## src/rtl/gpp_stack_engine.sv

```systemverilog
// gpp_stack_engine -- LIFO stack with a request/response handshake.
//
// Each accepted request gets exactly one response, one cycle later. The
// response is held until the consumer takes it. Throughput is one op per
// cycle while rsp_ready stays high.
//
// Optional feature macro: GPP_STACK_HWM_EN
//   When defined, adds the hwm output and its high-water-mark register.
//
// Ports
//   clk        sole clock, rising edge
//   rst        asynchronous active-high reset
//   req_valid  request present
//   req_ready  request can be accepted (combinational)
//   req_op     00 PUSH, 01 POP, 10 PEEK, 11 CLEAR
//   req_data   PUSH operand
//   rsp_valid  response present
//   rsp_ready  consumer takes the response
//   rsp_data   POP/PEEK result, zero otherwise
//   rsp_err    request failed (PUSH on full, POP/PEEK on empty)
//   count      occupied entries, 0..DEPTH
//   full       count == DEPTH
//   empty      count == 0
//   overflow   sticky PUSH-on-full flag
//   underflow  sticky POP/PEEK-on-empty flag
//   err_clr    clears the sticky flags (and hwm when present)
//   hwm        high-water mark (GPP_STACK_HWM_EN only)
module gpp_stack_engine #(
  parameter int DATA_W = 16,
  parameter int DEPTH  = 64
) (
  input  logic                          clk,
  input  logic                          rst,
  input  logic                          req_valid,
  output logic                          req_ready,
  input  logic [1:0]                    req_op,
  input  logic [DATA_W-1:0]             req_data,
  output logic                          rsp_valid,
  input  logic                          rsp_ready,
  output logic [DATA_W-1:0]             rsp_data,
  output logic                          rsp_err,
  output logic [$clog2(DEPTH):0]        count,
  output logic                          full,
  output logic                          empty,
  output logic                          overflow,
  output logic                          underflow,
  input  logic                          err_clr
`ifdef GPP_STACK_HWM_EN
  ,output logic [$clog2(DEPTH):0]       hwm
`endif
);

  localparam int ADDR_W = $clog2(DEPTH);
  localparam int CNT_W  = ADDR_W + 1;

  localparam logic [1:0] OP_PUSH  = 2'b00;
  localparam logic [1:0] OP_POP   = 2'b01;
  localparam logic [1:0] OP_PEEK  = 2'b10;
  localparam logic [1:0] OP_CLEAR = 2'b11;

  logic [DATA_W-1:0] mem [DEPTH];

  logic [CNT_W-1:0]  count_q, count_d;
  logic              rsp_valid_q, rsp_valid_d;
  logic [DATA_W-1:0] rsp_data_q, rsp_data_d;
  logic              rsp_err_q, rsp_err_d;
  logic              ovf_q, ovf_d, unf_q, unf_d;
  logic              ovf_set, unf_set;
  logic              wr_en;
  logic              accept;
  logic [ADDR_W-1:0] wr_idx, top_idx;
  logic [CNT_W-1:0]  count_m1;

  assign full      = (count_q == CNT_W'(DEPTH));
  assign empty     = (count_q == '0);
  assign req_ready = !rsp_valid_q || rsp_ready;
  assign accept    = req_valid && req_ready;

  // count is DEPTH only when full, and no write happens then, so the low
  // ADDR_W bits are always a valid write index when used.
  assign wr_idx   = count_q[ADDR_W-1:0];
  assign count_m1 = count_q - 1'b1;
  assign top_idx  = count_m1[ADDR_W-1:0];

  always_comb begin
    count_d     = count_q;
    // A taken response retires unless replaced by a new one below.
    rsp_valid_d = rsp_valid_q && !rsp_ready;
    rsp_data_d  = rsp_data_q;
    rsp_err_d   = rsp_err_q;
    ovf_set     = 1'b0;
    unf_set     = 1'b0;
    wr_en       = 1'b0;
    if (accept) begin
      rsp_valid_d = 1'b1;
      rsp_data_d  = '0;
      rsp_err_d   = 1'b0;
      case (req_op)
        OP_PUSH: begin
          if (full) begin
            ovf_set   = 1'b1;
            rsp_err_d = 1'b1;
          end else begin
            wr_en   = 1'b1;
            count_d = count_q + 1'b1;
          end
        end
        OP_POP, OP_PEEK: begin
          if (empty) begin
            unf_set   = 1'b1;
            rsp_err_d = 1'b1;
          end else begin
            rsp_data_d = mem[top_idx];
            if (req_op == OP_POP) count_d = count_m1;
          end
        end
        OP_CLEAR: count_d = '0;
        default: ;
      endcase
    end
    // A new error in the same cycle as err_clr keeps the flag set.
    ovf_d = (ovf_q && !err_clr) || ovf_set;
    unf_d = (unf_q && !err_clr) || unf_set;
  end

  always_ff @(posedge clk or posedge rst) begin
    if (rst) begin
      count_q     <= '0;
      rsp_valid_q <= 1'b0;
      rsp_data_q  <= '0;
      rsp_err_q   <= 1'b0;
      ovf_q       <= 1'b0;
      unf_q       <= 1'b0;
    end else begin
      count_q     <= count_d;
      rsp_valid_q <= rsp_valid_d;
      rsp_data_q  <= rsp_data_d;
      rsp_err_q   <= rsp_err_d;
      ovf_q       <= ovf_d;
      unf_q       <= unf_d;
    end
  end

  // Storage is deliberately not reset.
  always_ff @(posedge clk) begin
    if (wr_en) mem[wr_idx] <= req_data;
  end

  assign rsp_valid = rsp_valid_q;
  assign rsp_data  = rsp_data_q;
  assign rsp_err   = rsp_err_q;
  assign count     = count_q;
  assign overflow  = ovf_q;
  assign underflow = unf_q;

`ifdef GPP_STACK_HWM_EN
  logic [CNT_W-1:0] hwm_q, hwm_d;

  // Tracks the next count so a same-cycle increase lands immediately,
  // including the cycle err_clr wipes the old mark.
  always_comb begin
    hwm_d = err_clr ? '0 : hwm_q;
    if (count_d > hwm_d) hwm_d = count_d;
  end

  always_ff @(posedge clk or posedge rst) begin
    if (rst) hwm_q <= '0;
    else     hwm_q <= hwm_d;
  end

  assign hwm = hwm_q;
`endif

endmodule

```

## config.mk

```make
export PLATFORM = sky130hd
export DESIGN_NAME = gpp_stack_engine
export DESIGN_NICKNAME = d
export VERILOG_FILES = /design/src/rtl/gpp_stack_engine.sv
export SDC_FILE = /design/constraint.sdc
export NUM_CORES = 1
export LEC_CHECK = 0
export ABC_AREA = 1
export CORE_MARGIN = 2
export CORE_UTILIZATION = 33
export DETAILED_ROUTE_END_ITERATION = 10
export PLACE_DENSITY_LB_ADDON = 0.1
export SYNTH_ARGS = -nofsm -noshare
export SYNTH_HDL_FRONTEND = slang
export SYNTH_SLANG_ARGS = --single-unit
```

## constraint.sdc

```tcl
create_clock -name clk -period 2.7 [get_ports clk]
set_input_delay 0.27 -clock clk [delete_from_list [all_inputs] [get_ports clk]]
set_output_delay 0.27 -clock clk [all_outputs]
set_load 0.03 [all_outputs]
```

# Yosys cells after proc, flatten, opt, wreduce, memory -nomap -nowiden
# Memory sizes are Yosys's and may differ from the RTL's.
# Cells that the tools add are included.
# word_totals
register_bits	27
ram_bits	1024
input_bits	23
wordCells	49
n_memories	1
# mem_list
memory	words	word_bits	read_ports	rd_ports_with_merged_regs	write_ports	line_no	text
mem	64	16	1	0	1	61	logic [DATA_W-1:0] mem [DEPTH];
# classes
addsub	2
n_eq_ne	7
mux	19
n_reduce_logical	14
# ops
op	count
$mux W16	2
$mux W7	3
$pmux W7 S3	1
$mux W1	12
$add A7 B1 Y7 const B	1
$eq A7 B7 Y1 const B	1
$logic_not A7 Y1	1
$sub A7 B1 Y7 const B	1
$ne A2 B2 Y1 const B	3
$eq A2 B2 Y1 const B	2
$logic_and A1 B1 Y1	4
$reduce_and A4 Y1	1
$logic_not A1 Y1	3
$logic_or A1 B1 Y1	3
$eq A2 B1 Y1 const B	1
$logic_not A2 Y1	1
$pmux W1 S2	1
$reduce_or A2 Y1	1

# Logic depth before layout (Yosys ltp)
# Gate-level depths: netlist of run 1.
# logic_depth
word_depth	6
mapped_depth	17

# Worst setup path before layout of run 1
# Ideal clock, no wire load.
# synth_timing
path_type	register to register
startpoint	register count_q[0], in the netlist count[0]
endpoint	memory mem[10][0] (enable)
setup_time_ns	0.389
t_arrival_ns	2.926
required_ns	2.311
path_slack_ns	-0.614
stages_incl_launch_ff	11
path_cell_list	dfrtp_1 buf_2 inv_2 buf_2 buf_2 ha_1 nand2_1 nor3_2 nor3b_2 nand4_1 nor2_1
# synth_via
elab_chain_cells	6
# synth_lines
element	line_no	text
start, declared	63	logic [CNT_W-1:0] count_q, count_d;
start signal, assigned	135	count_q <= count_d;
$eq A7 B7 Y1	74	assign full = (count_q == CNT_W'(DEPTH));
net full	43	output logic full,
$mux W1	100	if (full) begin
$mux W1	98	case (req_op)
$mux W1	94	if (accept) begin
$mux W1	146	if (wr_en) mem[wr_idx] <= req_data;
$mux W1 (implied by the code)	146	
end, declared	61	
# The timed path passes the listed nets, and every way through them passes these cells.

# Worst setup path after layout of run 1
# layout_timing
startpoint	register count_q[0], in the netlist count[0]
endpoint	register rsp_data_q[14], in the netlist rsp_data[14]
# layout_via
elab_chain_cells	4
elab_cells_between_ends	5
cone_classes	1 x add/sub; 2 x mux; 1 x reduce/logical; 1 x memory
# layout_lines
element	line_no	text
$sub A7 B1 Y7	82	assign count_m1 = count_q - 1'b1;
$mem_v2 Z64 W16	n/a	
$mux W16 *	109	if (empty) begin
$mux W16 *	98	
end signal, assigned	137	rsp_data_q <= rsp_data_d;
end, declared	65	logic [DATA_W-1:0] rsp_data_q, rsp_data_d;
# Every way passes the cells marked *; elsewhere a longest branch is shown, timed or not.
# A chain may end at the register's enable or synchronous reset.

==> results by group, run 1 <==
Power
  – Share of power burned in registers: 0.304
  – Int Power: 35500 µW
  – Pleak: 0.0180 µW
  – Sw Share: 0.415
  – Switch Pwr: 25200 µW
  – Clk pwr share: 0.255
  – Worst vdd ir: 0.859 mV
  – Combinational Power Share: 0.441
  – Pwr Density: 1180 nW/µm²

Global routing
  – Global Route Usage Sum: 0.209
  – Vias in the first global route: 27000
  – GRT overflow: 0
  – First-pass GRT wire length: 200000 µm
  – Initial antenna violation count: 11
  – Largest net degree at the start of global routing: 103

Clock network
  – Worst-skew pair later-pin latency: 0.75 ns
  – CTS tree: built
  – Clock transition at path regs: 0.07 ns
  – CTS buffer count: 118
  – Clock sink count: 1051
  – CTS Root Cell: clkbuf_16
  – CTS max path bufs: 3
  – H-tree depth: 3

Synthesis
  – Sequential-to-total area share from yosys stat: 0.741
  – Post-synth EDFFs: 1024
  – Mapped Area: 42400 µm²
  – Syn Area/Cell: 12.0 µm²
  – Most instantiated cells after synthesis: nand2_1, edfxtp_1, nand3_1, buf_2, clkbuf_1
  – Share of the synthesized area in the top cell type: 0.726
  – Prevailing post-synth register cell: edfxtp_1
  – Area contributors post-synth: edfxtp_1, nand3_1, nand2_1, dfrtp_1, buf_2
  – Count of cell types in the netlist: 30
  – Post-synth top area cell: edfxtp_1
  – Post-Syn Instances: 3529
  – Share of synthesized flip-flops with an asynchronous set or reset: 0.0257
  – Most frequent cell after synthesis: nand2_1
  – Warnings, synthesis: 0
  – FF+latch count, synth: 1051
  – Syn nets: 3560

Job
  – Maxcap violations: 0

Timing
  – Final Hold Fails: 0
  – Setup violators final: 0
  – WHS: 0.0667 ns
  – Post-route clock period utilization: 0.985
  – Tmin final: 2.66 ns
  – Max Clock Skew: 0.0262 ns
  – Final setup margin: 0.0408 ns
  – Max_slew headroom: 0.375
  – Setup TNS: 0 ns
  – Measured slew at the worst slew-check pin: 0.938 ns
  – Max frequency: 376 MHz
  – Unrepaired setup endpoints after global routing: no
  – Final Max Slew Viols: 0

Placement
  – Worst slack, placed: 0.0440 ns
  – GPL Wtd Cong: 0.824
  – Cell Area, Placed: 47700 µm²
  – IO buf count: 52
  – Post-DP HPWL: 82600 µm

Route
  – Routed len/inst: 25.2 µm
  – WL final: 138000 µm
  – Iteration-0 DRC Markers: 2675
  – Routed vias/inst: 5.10
  – Detail Route Antenna Nets: 0
  – # DRC: 0
  – DR pass1 iterations: 5
  – Via Count: 28000

Floorplanning
  – Core Rows: 131
  – I/O pins: 53
  – Die width: 362 µm
  – Die H: 362 µm
  – Die footprint: 131000 µm²
  – Core ar.: 128000 µm²
  – Initial Utilization: 0.332

Layout
  – Multi-input combinational cell area: 10200 µm²
  – Layout net count: 3756
  – Fillers: 12100
  – Sequential cell area: 31400 µm²
  – Final core occ: 0.403
  – Area Growth Syn to Fin: 21.4%
  – Design area: 51400 µm²
  – Layout cells sized above 1: 0.136

Run status
  – Outcome: completed

Critical path
  – Critical path type: reg -> reg
  – CP max FO: 61
  – Crit path DAT: 3.35 ns
  – Req. time, crit path: 3.39 ns
  – CP endpoint kind: flop
  – Startpoint Class: flop

Min path
  – Hold Path Class: in -> reg
worst max-delay path: stages (launching register included):
cell and delay (ns):
dfrtp_4 0.51, buf_12 0.32, buf_4 0.40, nand2_1 0.09
nand3_1 0.10, nand3_1 0.10, nand3_1 0.21, nand3_1 0.26
nand3_1 0.34, nand3_1 0.11, nand2_1 0.07
logic make-up after synthesis:
family                     synth area share
adders and majority gates           0.00236
muxes                              0.000266
AOI/OAI and AO/OA                   0.00339
DFF                                   0.741
buffers and inverters                0.0265
xor gates and xnor gates           0.000591
and+or+nand+nor                       0.225
per-stage QoR:
stage / cells / total power [µW]
floorplan: 3529 / 32400
global placement: 5261 / 45700
detailed placement: 5261 / 45600
CTS: 5484 / 61100
global route: 5487 / 63800
finish: 5488 / 60600
cell usage in the layout, fill, tap and decap left out, types with 4 or more instances in the layout:
master / synthesis / layout
a21oi_1: 5 / 5
clkbuf_1: 102 / 34
clkbuf_8: 0 / 4
nor2_1: 69 / 5
nand2_2: 3 / 4
nor2_2: 1 / 33
inv_2: 5 / 4
dfrtp_1: 27 / 26
nand4_1: 8 / 8
buf_2: 104 / 16
bufinv_16: 0 / 7
nor2_4: 0 / 32
inv_1: 19 / 18
nand3_1: 1015 / 1014
nand2_1: 1086 / 1083
clkbuf_16: 0 / 120
clkinv_1: 1 / 25
o21ai_0: 7 / 7
clkinv_2: 0 / 24
buf_4: 11 / 126
edfxtp_1: 1024 / 1024
ha_1: 8 / 6
clkdlybuf4s50_1: 0 / 33
buf_12: 0 / 120
flip-flops by register name (all words and copies together), names as in the netlist:
name,count
rsp_err,1
underflow,1
mem,1024
rsp_valid,1
rsp_data,16
count,7
overflow,1
metal layers:
layer,vias up,global-route usage,share of wire
li1,13000,-,-
met4,2,0.0513,0.018
met2,731,0.324,0.46
met1,14100,0.307,0.47
met5,-,0,0.000094
met3,142,0.0320,0.058
repair_timing:
item / CTS / global route
hold buffers: 3 / 0
setup endpoints to repair: 1 / 6
resized for setup: 1 / 6
gates cloned: 0 / 2
pin swaps: 0 / 1
endpoints found under the hold margin: 43 / 0
buffers inserted: 0 / 1
power groups by stage:
stage / sequential, µW / combinational (µW) / clock (µW)
floorplan: 18800 / 13600 / 0
global route: 18400 / 28900 / 16400
CTS: 18400 / 26900 / 15800
global placement: 18800 / 26900 / 0
finish: 18400 / 26700 / 15400
detailed placement: 18800 / 26900 / 0
area by class of cell:
type	instances	area share
Multi-Input combinational cell	2224	0.199
Inverter	25	0.00243
Timing Repair Buffer	305	0.0760
Clock buffer	156	0.0609
Clock inverter	64	0.0104
Tap cell	1662	0.0404
Antenna cell	1	0.0000486
Sequential cell	1051	0.611
final timing paths:
path / startpoint / to / slack, ns / depth (start not counted)
hold / removal: req_data[13] / mem[3][13]$_DFFE_PP_ / 0.07 / 2
setup / recovery: count[0]$_DFFE_PP0P_ / rsp_data[14]$_DFFE_PP0P_ / 0.04 / 10
max in group asynchronous: rst / count[0]$_DFFE_PP0P_ / 1.79 / 4
hold reg to reg: rsp_valid$_DFF_PP0_ / rsp_valid$_DFF_PP0_ / 0.52 / 2
min in group asynchronous: rst / rsp_data[14]$_DFFE_PP0P_ / 0.49 / 4
setup reg to reg: count[0]$_DFFE_PP0P_ / rsp_data[14]$_DFFE_PP0P_ / 0.04 / 10
Note: power is estimated with default switching activity, not from simulation.
==> run 2, diff against run 1 <==
Settings changed: REMOVE_ABC_BUFFERS set to 1.
==> run 2 against run 1 <==
  * Maximum frequency increased by 1.1%
  * Via count decreased by 1.4%
  * Sequential power about the same
  * Routed wire length decreased by 2.5%
  * Hold slack got worse by 0.029 ns
  * Clock-buffer cell count decreased by 19
  * Global-route usage decreased by 0.55 points
  * Cell area decreased by 1.4%
  * Non-clock buffer count decreased by 41
  * First-iteration DRC count increased by 5.7%
  * Combinational power decreased by 3%
  * Power decreased by 2.1%
  * Largest power group unchanged
==> results by group, run 2 (synthesis results as in run 1) <==
Critical path
  – Critical path type: reg -> reg
  – Req. time, crit path: 3.37 ns
  – CP endpoint kind: flop
  – Crit path DAT: 3.30 ns
  – CP max FO: 38
  – Startpoint Class: flop

Layout
  – Leading cell type in the layout, fill and taps excluded: nand2_1
  – Design area: 50700 µm²
  – Area Growth Syn to Fin: 19.6%
  – Fin cells: 5445
  – Layout cells sized above 1: 0.119
  – Biggest register: mem
  – Most frequent cells in the layout: nand2_1, edfxtp_1, nand3_1
  – Layout net count: 3711
  – Max reg flops: 1024

Placement
  – Post-DP HPWL: 78900 µm
  – Cell Area, Placed: 46900 µm²
  – GPL Wtd Cong: 0.832
  – IO buf count: 52
  – Dpl cells: 5218

Route
  – WL final: 135000 µm
  – Iteration-0 DRC Markers: 2828
  – Routed vias/inst: 5.07
  – Detail Route Antenna Nets: 0
  – # DRC: 0
  – Via Count: 27600
  – DR pass1 iterations: 5
  – Routed len/inst: 24.7 µm

Min path
  – Hold Path Class: in -> reg

Clock network
  – Worst-skew pair later-pin latency: 0.73 ns
  – Clock transition at path regs: 0.06 ns
  – CTS Root Cell: clkbuf_16
  – Clock sink count: 1051
  – H-tree depth: 3
  – CTS max path bufs: 3
  – CTS tree: built
  – CTS buffer count: 114

Floorplanning
  – I/O pins: 53
  – Die width: 362 µm
  – Initial Utilization: 0.332
  – Core Rows: 131
  – Core ar.: 128000 µm²
  – Die footprint: 131000 µm²
  – Die H: 362 µm

Global routing
  – Vias in the first global route: 26500
  – Largest net degree at the start of global routing: 117
  – Global Route Usage Sum: 0.203
  – Initial antenna violation count: 4
  – GRT overflow: 0
  – First-pass GRT wire length: 194000 µm

Power
  – Pleak: 0.0177 µW
  – Pwr Density: 1170 nW/µm²
  – Worst vdd ir: 0.836 mV

Timing
  – Setup violators final: 0
  – Max Clock Skew: 0.0363 ns
  – Tmin final: 2.63 ns
  – Post-route clock period utilization: 0.974
  – Max frequency: 380 MHz
  – Measured slew at the worst slew-check pin: 0.842 ns
  – Final Hold Fails: 0
  – Max_slew headroom: 0.438
  – Final Max Slew Viols: 0

Job
  – Maxcap violations: 0

Run status
  – Outcome: completed
[run 2: changes by cell type in the layout (fill, tap and decap cells not counted), sizes merged]
| cell | change |
|---|---|
| dlygate4sd3 | +1 |
| clkbuf | -19 |
| inv | -1 |
| clkinv | +8 |
| buf | -43 |
| bufinv | +1 |
| bufbuf | +1 |
| clkinvlp | +8 |
| diode | +1 |
[run 2: worst max-delay path, cell delays in order, from the launching register on]
cell and delay, ns:
dfrtp_4 0.52, inv_8 0.06, ha_4 0.38, clkinv_8 0.20, buf_12 0.23, buf_4 0.19
nand3_1 0.08, nand3_1 0.17, nand3_1 0.12, nand3_1 0.23, nand3_2 0.21, nand3_1 0.08
nand2_1 0.06
[run 2: layer usage]
layer,vias up,wire (µm),global-route usage
met5,-,0,0
met4,0,4050,0.0673
met3,182,7650,0.0316
met2,785,60200,0.306
met1,13700,62700,0.299
li1,12900,-,-
[run 2: per-stage QoR]
stage	TNS (ns)	hold slack (ns)	utilization	power [µW]	worst slack (ns)
global placement	0	0.516	0.368	44300	0.0277
detailed placement	0	0.522	0.368	44200	0.00279
floorplan	-	0.323	-	26500	-29.31
CTS	0	0.0194	0.397	59600	0.0118
finish	0	0.0373	0.398	59400	0.0693
global route	-0.0160	0.0449	0.398	62300	-0.0160
[run 2: timing repair]
action	in CTS	in global routing
cloned	1	2
resized for setup	3	6
setup buffers	0	1
hold endpoints to repair	31	0
hold buffers	4	0
setup endpoints to repair	1	26
[run 2: area by class of cell]
type / count / area [µm²]
Timing Repair Buffer: 264 / 3500
Antenna cell: 2 / 5.00
Sequential cell: 1051 / 31400
Inverter: 25 / 119
Multi-Input combinational cell: 2224 / 9970
Tap cell: 1662 / 2080
Fill cell: 12100 / 76800
Clock buffer: 137 / 2960
Clock inverter: 80 / 633
[run 2: power by group]
group          switching, µW  leakage, µW  internal, µW
logic                  18400      0.00643          7470
clock network           6590      0.00174          8570
registers                273      0.00955         18100
total                  25200       0.0177         34100
[run 2: worst paths after layout]
| check | start | endpoint | slack (ns) | cells past startpoint |
|---|---|---|---|---|
| hold reg to reg | rsp_valid$_DFF_PP0_ | rsp_valid$_DFF_PP0_ | 0.54 | 2 |
| setup / recovery | count[0]$_DFFE_PP0P_ | rsp_data[6]$_DFFE_PP0P_ | 0.07 | 12 |
| setup reg to reg | count[0]$_DFFE_PP0P_ | rsp_data[6]$_DFFE_PP0P_ | 0.07 | 12 |
| hold / removal | req_data[14] | mem[31][14]$_DFFE_PP_ | 0.04 | 2 |
| min in group asynchronous | rst | underflow$_DFF_PP0_ | 0.56 | 3 |
| max in group asynchronous | rst | rsp_data[4]$_DFFE_PP0P_ | 1.47 | 4 |
==> run 3, diff against run 2 <==
Settings changed: PLACE_DENSITY set to 0.46, PLACE_DENSITY_LB_ADDON 0.1 to unset.
==> run 3 against run 2 <==
  * Combinational power rose by 2%
  * Via count increased by 0.91%
  * Final cell count fell by 0.44%
  * Clock skew up 0.027 ns
  * Critical path depth is the same
  * Die area unchanged
  * Power up 0.61%
  * Clock power barely moved
  * Routed wire length rose by 0.14%
  * Core utilization fell by 0.16 points
  * Flip-flop and latch count unchanged
  * Largest cell class unchanged
==> results by group, run 3 (synthesis results as in run 1) <==
Timing
  – Post-route clock period utilization: 0.986
  – Final Hold Fails: 0
  – Max_slew headroom: 0.442
  – Tmin final: 2.66 ns
  – Final Max Slew Viols: 0
  – Measured slew at the worst slew-check pin: 0.837 ns
  – Unrepaired setup endpoints after global routing: no
  – Setup violators final: 0
  – Final setup margin: 0.0370 ns
  – Max frequency: 376 MHz
  – Max Clock Skew: 0.0633 ns

Run status
  – Outcome: completed

Global routing
  – GRT overflow: 0
  – Initial antenna violation count: 12
  – Largest net degree at the start of global routing: 143
  – Global Route Usage Sum: 0.201
  – First-pass GRT wire length: 193000 µm
  – Vias in the first global route: 26700

Power
  – Overall Power: 59700 µW
  – Worst vdd ir: 0.946 mV
  – Pwr Density: 1180 nW/µm²
  – Pleak: 0.0176 µW

Layout
  – Layout net count: 3692
  – Most frequent cells in the layout: nand2_1, edfxtp_1, nand3_1
  – Design area: 50500 µm²
  – Biggest register: mem
  – Ant. Diodes: 0
  – Area Growth Syn to Fin: 19.2%
  – Max reg flops: 1024
  – Layout cells sized above 1: 0.113
  – Final core occ: 0.396
  – Leading cell type in the layout, fill and taps excluded: nand2_1

Route
  – Routed len/inst: 24.9 µm
  – # DRC: 0
  – Via Count: 27900
  – Detail Route Antenna Nets: 0
  – Routed vias/inst: 5.14
  – WL final: 135000 µm
  – DR pass1 iterations: 6
  – Iteration-0 DRC Markers: 2882

Floorplanning
  – Core ar.: 128000 µm²
  – Die width: 362 µm
  – Die footprint: 131000 µm²
  – I/O pins: 53
  – Initial Utilization: 0.332
  – Die H: 362 µm
  – Core Rows: 131

Critical path
  – CP max FO: 22
  – Critical path type: reg -> reg
  – Req. time, crit path: 3.36 ns
  – CP endpoint kind: flop
  – Startpoint Class: flop
  – Crit path DAT: 3.32 ns

Clock network
  – H-tree depth: 3
  – CTS buffer count: 114
  – CTS tree: built
  – CTS max path bufs: 3
  – Worst-skew pair later-pin latency: 0.72 ns
  – CTS Root Cell: clkbuf_16
  – Clock transition at path regs: 0.06 ns
  – Clock sink count: 1051

Placement
  – GPL Wtd Cong: 0.821
  – IO buf count: 52
  – Cell Area, Placed: 46700 µm²
  – Worst slack, placed: -0.0608 ns
  – Post-DP HPWL: 77800 µm

Min path
  – Hold Path Class: in -> reg

Job
  – Maxcap violations: 0
==> run 3: path summary, 6_finish.rpt <==
path                                            from                  endpoint  slack, ns  cells after the start
worst max register to register  count[0]$_DFFE_PP0P_  rsp_data[10]$_DFFE_PP0P_       0.04                     12
worst min register to register   rsp_err$_DFFE_PP0P_       rsp_err$_DFFE_PP0P_       0.54                      1
max in group asynchronous                        rst   rsp_data[4]$_DFFE_PP0P_       1.47                      4
min in group asynchronous                        rst       rsp_valid$_DFF_PP0_       0.51                      3
worst min-delay path                    req_data[12]     mem[53][12]$_DFFE_PP_       0.08                      1
worst max-delay path            count[0]$_DFFE_PP0P_  rsp_data[10]$_DFFE_PP0P_       0.04                     12
==> run 3: what timing repair did <==
action	CTS	global route
gates resized for setup	5	12
setup endpoints to repair	3	10
hold buffers	1	0
gates cloned	0	3
endpoints found under the hold margin	11	0
setup buffers	0	0
==> run 3: area by class of cell <==
type / instances / area (µm²)
repair buffers: 245 / 3310
flip-flops and latches: 1051 / 31400
fillers: 12100 / 77000
inverters: 25 / 119
clock inverters: 69 / 568
well taps: 1662 / 2080
multi-input cells: 2224 / 9980
clock buffers: 145 / 3010
==> run 3: critical path, stage by stage (launching register included) <==
cell	delay, ns
dfrtp_4	0.53
inv_8	0.12
ha_4	0.15
nand2_1	0.09
nand2_4	0.14
buf_12	0.22
buf_16	0.23
nand3_1	0.20
nand3_1	0.22
nand3_1	0.25
nand3_1	0.22
nand3_1	0.11
nand2_1	0.08
==> run 3: through the flow <==
stage | std cells | hold WS [ns] | TNS, ns
floorplan | 3300 | 0.323 | -
global placement | 5203 | 0.504 | -0.123
detailed placement | 5203 | 0.505 | -0.121
CTS | 5418 | 0.0450 | 0
global route | 5421 | 0.0692 | 0
finish | 5421 | 0.0807 | 0
==> run 3: per-layer routing <==
| layer | part of all wire | GRT usage | routed length, µm |
|---|---|---|---|
| met1 | 0.46 | 0.296 | 62000 |
| met2 | 0.45 | 0.307 | 60900 |
| met3 | 0.066 | 0.0353 | 8870 |
| met4 | 0.022 | 0.0536 | 3010 |
| met5 | 0.00017 | 0 | 23 |
==> run 3: power breakdown <==
group | internal (µW) | switching [µW] | leakage (µW)
registers | 18100 | 289 | 0.00955
logic | 7570 | 18700 | 0.00634
clock network | 8540 | 6530 | 0.00175
total | 34200 | 25500 | 0.0176
